**src/rtl/fp_shift_pipe.sv**
```systemverilog
// fp_shift_pipe: two-stage pipelined barrel shifter for FP mantissa alignment
// and normalisation. It does logical right, arithmetic right and logical left
// shifts, and produces a sticky bit (OR of every discarded input bit).
// Valid/ready handshakes are on both sides. Shift amounts of WIDTH or more
// saturate.
//
// Ports:
//   clk, rst           clock; synchronous active-high reset
//   in_valid/in_ready  upstream handshake
//   in_data            operand
//   in_shamt           unsigned shift amount
//   in_dir             0 = right, 1 = left
//   in_arith           sign-fill on right shifts
//   in_tag             sideband tag, returned unchanged
//   out_valid/out_ready downstream handshake
//   out_data           shifted result
//   out_sticky         OR of the bits shifted out of the window
//   out_tag            tag of this result
module fp_shift_pipe #(
  parameter int WIDTH   = 24,
  parameter int SHAMT_W = 8,
  parameter int TAG_W   = 4
) (
  input  logic               clk,
  input  logic               rst,
  input  logic               in_valid,
  output logic               in_ready,
  input  logic [WIDTH-1:0]   in_data,
  input  logic [SHAMT_W-1:0] in_shamt,
  input  logic               in_dir,
  input  logic               in_arith,
  input  logic [TAG_W-1:0]   in_tag,
  output logic               out_valid,
  input  logic               out_ready,
  output logic [WIDTH-1:0]   out_data,
  output logic               out_sticky,
  output logic [TAG_W-1:0]   out_tag
);
  // Amount is clamped to WIDTH, so AW bits always hold it.
  localparam int AW = $clog2(WIDTH + 1);
  localparam int LO = AW / 2;
  localparam int HI = AW - LO;
  localparam int XW = 2 * WIDTH;
  localparam int CW = ((SHAMT_W > AW) ? SHAMT_W : AW) + 1;

  // The operand sits in a double-width window: the result half and the
  // discard half. A right shift starts with the operand in the upper half,
  // a left shift starts with it in the lower half. Once the amount is clamped
  // to WIDTH, no operand bit can fall off the window. The discard half
  // therefore holds exactly the dropped bits, and fill bits never reach it.
  logic             s1_vld_q, s1_vld_d, s2_vld_q, s2_vld_d;
  logic             s1_ld, s2_ld;
  logic [XW-1:0]    s1_vec_q, s1_vec_d;
  logic [HI-1:0]    s1_hi_q, s1_hi_d;
  logic             s1_dir_q, s1_ari_q;
  logic [TAG_W-1:0] s1_tag_q;
  logic [WIDTH-1:0] s2_data_q, s2_data_d;
  logic             s2_stk_q, s2_stk_d;
  logic [TAG_W-1:0] s2_tag_q;

  logic             sat;
  logic [AW-1:0]    amt_c;
  logic [XW-1:0]    ext, v2;
  logic [AW-1:0]    sh2;

  assign s2_ld    = !s2_vld_q || out_ready;
  assign s1_ld    = !s1_vld_q || s2_ld;
  assign in_ready = s1_ld;

  assign s1_vld_d = s1_ld ? in_valid : s1_vld_q;
  assign s2_vld_d = s2_ld ? s1_vld_q : s2_vld_q;

  assign sat   = CW'(in_shamt) >= CW'(WIDTH);
  assign amt_c = sat ? AW'(WIDTH) : AW'(in_shamt);

  // Stage 1: shift by the low-order amount bits, and keep the high bits for s2.
  always_comb begin
    ext = in_dir ? {{WIDTH{1'b0}}, in_data} : {in_data, {WIDTH{1'b0}}};
    if (in_dir)        s1_vec_d = ext << amt_c[LO-1:0];
    else if (in_arith) s1_vec_d = $unsigned($signed(ext) >>> amt_c[LO-1:0]);
    else               s1_vec_d = ext >> amt_c[LO-1:0];
    s1_hi_d = amt_c[AW-1:LO];
  end

  // Stage 2: finish the shift, then split the window into result and sticky.
  always_comb begin
    sh2 = {s1_hi_q, {LO{1'b0}}};
    if (s1_dir_q)      v2 = s1_vec_q << sh2;
    else if (s1_ari_q) v2 = $unsigned($signed(s1_vec_q) >>> sh2);
    else               v2 = s1_vec_q >> sh2;
    if (s1_dir_q) begin
      s2_data_d = v2[WIDTH-1:0];
      s2_stk_d  = |v2[XW-1:WIDTH];
    end else begin
      s2_data_d = v2[XW-1:WIDTH];
      s2_stk_d  = |v2[WIDTH-1:0];
    end
  end

  always_ff @(posedge clk) begin
    if (rst) begin
      s1_vld_q  <= 1'b0;
      s2_vld_q  <= 1'b0;
      s2_data_q <= '0;
      s2_stk_q  <= 1'b0;
      s2_tag_q  <= '0;
    end else begin
      s1_vld_q <= s1_vld_d;
      s2_vld_q <= s2_vld_d;
      if (s1_ld && in_valid) begin
        s1_vec_q <= s1_vec_d;
        s1_hi_q  <= s1_hi_d;
        s1_dir_q <= in_dir;
        s1_ari_q <= in_arith && !in_dir;
        s1_tag_q <= in_tag;
      end
      if (s2_ld && s1_vld_q) begin
        s2_data_q <= s2_data_d;
        s2_stk_q  <= s2_stk_d;
        s2_tag_q  <= s1_tag_q;
      end
    end
  end

  assign out_valid  = s2_vld_q;
  assign out_data   = s2_data_q;
  assign out_sticky = s2_stk_q;
  assign out_tag    = s2_tag_q;
endmodule

```
**config.mk**
```make
export PLATFORM = sky130hd
export DESIGN_NAME = fp_shift_pipe
export DESIGN_NICKNAME = d
export VERILOG_FILES = /design/src/rtl/fp_shift_pipe.sv
export SDC_FILE = /design/constraint.sdc
export NUM_CORES = 1
export LEC_CHECK = 0
export BUFFER_PORTS_ARGS = -buffer_cell sky130_fd_sc_hd__buf_2
export CAP_MARGIN = 20
export CELL_PAD_IN_SITES_DETAIL_PLACEMENT = 0
export CELL_PAD_IN_SITES_GLOBAL_PLACEMENT = 1
export CORE_UTILIZATION = 40
export DETAILED_ROUTE_END_ITERATION = 8
export PLACE_DENSITY_LB_ADDON = 0.25
export SLEW_MARGIN = 0
export SYNTH_ARGS = -nofsm -noshare
export SYNTH_HDL_FRONTEND = slang
export SYNTH_SLANG_ARGS = --single-unit
```
**constraint.sdc**
```tcl
create_clock -name clk -period 2.89 [get_ports clk]
set_input_delay 0.7225 -clock clk [delete_from_list [all_inputs] [get_ports clk]]
set_output_delay 0.7225 -clock clk [all_outputs]
set_load 0.05 [all_outputs]
```
==> run summary <==
max-cap violation count: 0
Worst Hold Depth: 2
I/O Buffers: 72
Pre-Repair DR Iteration Count: 9
#FFs+latches synth: 88
Bufs and invs on worst path: 1
Synth top area share: 28.10%
failing checks: DRC
sum of negative setup slack: 0 ns
Rows: 44
Stages on worst setup path: 7
count of cell types in the netlist: 55
CTS Root Cell: clkbuf_16
status: finished, violations left
Startpoint Class: register
Pleak: 0.002710 µW
fillers: 1422
final slew viol count: 0
Clock Latency Late Sink: 0.35 ns
ANT nets after route: 0
top area cells in the synthesized netlist: edfxtp_1 28%, dfxtp_1 10%, nand2_1 7.8%
area of the multi-input gates: 3462 µm²
Setup-failing EPs final: 0
Post-synth ARST share: 0%
pin count of the biggest net entering global routing: 52
NumNets Final: 802
GRT Total Usage: 25.84%
CP Max Fanout: 31
Total Wirelength: 19870 µm
CTS resizes: 0
Post-Syn Nets: 754
ys flop type: edfxtp_1
fin crit share: 88.73%
Inst Count DP: 933
global route overflow: 0
TritonCTS buffer count: 9
Achievable Freq: 0.3900 GHz
register area: 2332 µm²
Area growth, synth to finish: 14.79%
Worst Skew: 0.007213 ns
DP Wirelength: 15250 µm
htree depth: 3
Initial Util: 41.44%
syn_area_per_cell: 8.555 µm²
worst vdd ir: 0.3313 mV
# IOs: 73
Final GP Congestion: 0.9248
n_diodes: 0
detailed-route wire length per cell: 20.94 µm
clk buf depth: 2
power per cell area: 481.5 nW/µm²
Setup Fix Bufs, Post-CTS: 0
initial antenna violation count: 1
Clock Pin Slew Worst Setup and Hold Paths: 0.07 ns
EDFF count, synth: 57
hold crit path type: reg -> reg
CTS tree: done
total power: 3367 µW
worst slew pin tran: 0.8979 ns
Final Hold Fails: 0
RSZ-0062 raised after global routing: no
crit-path cells: buf_12 -> nor2b_1 -> a32oi_1 -> nand3_1 -> o211ai_1 -> a2111oi_2 -> a2bb2oi_1
number of global-route vias before repair: 5723
mapped cell area: 6091 µm²
largest area contributor in the netlist: edfxtp_1
delay-heaviest family, CP: simple AND/OR/NAND/NOR gates
core box area: 14700 µm²
die extent in x: 125.4 µm
relative slew slack: 40.02%
die area: 15730 µm²
Yosys warnings: 0
CTS Sinks: 88
Seq/Total Area, Yosys: 38.29%
Layout Cells excl Fill: 949
first-pass GRT wire length: 31330 µm
number of remaining DRC errors: 2
starting DRC count in detailed routing: 536
kind of critical path: reg -> reg
FF-to-FF path depth: 7
Crit-path slowest cell: nor2b_1
vias per std cell: 6.267
Setup crit end kind: register
die height: 125.4 µm
via count: 5947
proportion of layout cells with a drive suffix above 1: 17.91%
CP max stage delay: 0.71 ns
Worst Path Required: 3.11 ns
# hold bufs at CTS: 0
Final min period: 2.564 ns
Worst Path Arrival: 2.78 ns
Post-Syn Instances: 712
final hold slack: 0.4537 ns
## routing by layer
layer  wire length [µm]  share of wire [%]  global-route usage, %
met4                612                3.1                  11.19
met1               8657                 44                  34.53
met5                 13              0.065                      0
met2               9278                 47                  41.51
met3               1308                6.6                  4.108
## cell usage in the layout, fill, tap and decap left out, types with 6 or more instances in the layout
master / netlist / routed
nand2_1: 126 / 126
a21oi_1: 50 / 50
buf_2: 18 / 72
a211oi_1: 27 / 27
nor4_1: 10 / 10
mux2_2: 6 / 6
dfxtp_1: 31 / 31
mux4_2: 10 / 10
edfxtp_1: 57 / 57
and3_1: 16 / 16
clkbuf_16: 0 / 10
buf_4: 4 / 23
nand3_1: 22 / 22
o2bb2ai_1: 6 / 6
and2_1: 13 / 13
nor2_1: 68 / 68
a311oi_1: 24 / 24
o21ai_0: 23 / 23
mux2i_1: 44 / 44
o211ai_1: 6 / 6
or4_1: 10 / 10
nor3_1: 28 / 28
o22ai_1: 7 / 7
## path summary, 6_finish.rpt
| path | start | endpoint | slack (ns) |
|---|---|---|---|
| hold / removal | out_tag[0]$_SDFFE_PP0P_ | out_tag[0]$_SDFFE_PP0P_ | 0.45 |
| hold reg to reg | out_tag[0]$_SDFFE_PP0P_ | out_tag[0]$_SDFFE_PP0P_ | 0.45 |
| setup reg to reg | s1_hi_q[1]$_SDFFCE_PP1P_ | out_sticky$_SDFFE_PP0P_ | 0.33 |
| setup / recovery | s1_hi_q[1]$_SDFFCE_PP1P_ | out_sticky$_SDFFE_PP0P_ | 0.33 |
## per-stage QoR
stage	setup slack [ns]	cell area, µm²	utilization [%]
global placement	0.09565	6660	45.31
finish	0.3256	6992	47.57
global route	0.2497	6992	47.57
CTS	0.3549	6992	47.57
floorplan	0.4379	6092	-
detailed placement	0.03468	6660	45.31
## power by group
part	internal [µW]	leakage (µW)	switching [µW]
logic	211	0.00173	407
clock network	760	0.000164	519
registers	1410	0.000819	61.9
## cell type report
class,instances,area share (%)
Multi-Input combinational cell,556,49.52
Sequential cell,88,33.36
Timing Repair Buffer,99,8.769
Clock buffer,11,3.776
Tap cell,184,3.293
Clock inverter,5,0.9664
Inverter,6,0.3221
## cell families (layout without fill, tap and decap cells)
logic type | after synthesis | count (layout) | synth area share, %
AOI/OAI and AO/OA | 183 | 183 | 20.83
buffers and inverters | 68 | 121 | 4.930
DFF | 88 | 88 | 38.29
muxes | 61 | 61 | 12.47
and+or+nand+nor | 312 | 312 | 23.48
## flip-flops by register name, indices dropped and copies added, names as in the netlist
name / flops
s1_ari_q: 1
out_sticky: 1
s1_dir_q: 1
s1_tag_q: 4
s1_hi_q: 3
s1_vec_q: 48
out_data: 24
s1_vld_q: 1
out_tag: 4
out_valid: 1
## Yosys cell counts, types with 2 or more instances
cell type	number
o32ai_1	2
nor3_1	28
inv_1	5
mux2_2	6
nand2_1	126
o31ai_1	3
nor2b_1	6
o22ai_1	7
a2bb2oi_1	2
a221oi_1	2
mux2i_1	44
buf_4	4
or3_1	2
nor2_1	68
o2bb2ai_1	6
nor3b_1	4
o211a_1	5
a32oi_1	3
mux4_2	10
a2111oi_2	2
a21o_1	2
a31oi_1	5
a211o_1	2
nand2b_1	2
nor4_1	10
or4_1	10
and3_1	16
buf_2	18
dfxtp_1	31
a21oi_1	50
edfxtp_1	57
a311oi_1	24
o211ai_1	6
clkbuf_1	38
o221ai_1	5
and2_1	13
a211oi_1	27
o21ai_0	23
nand3_1	22
## worst min-delay path: stages, from the launching register on
cell	delay (ns)
dfxtp_1	0.31
nand2_1	0.05
a21oi_1	0.05
No activity file was read; power rests on OpenSTA's default activity.
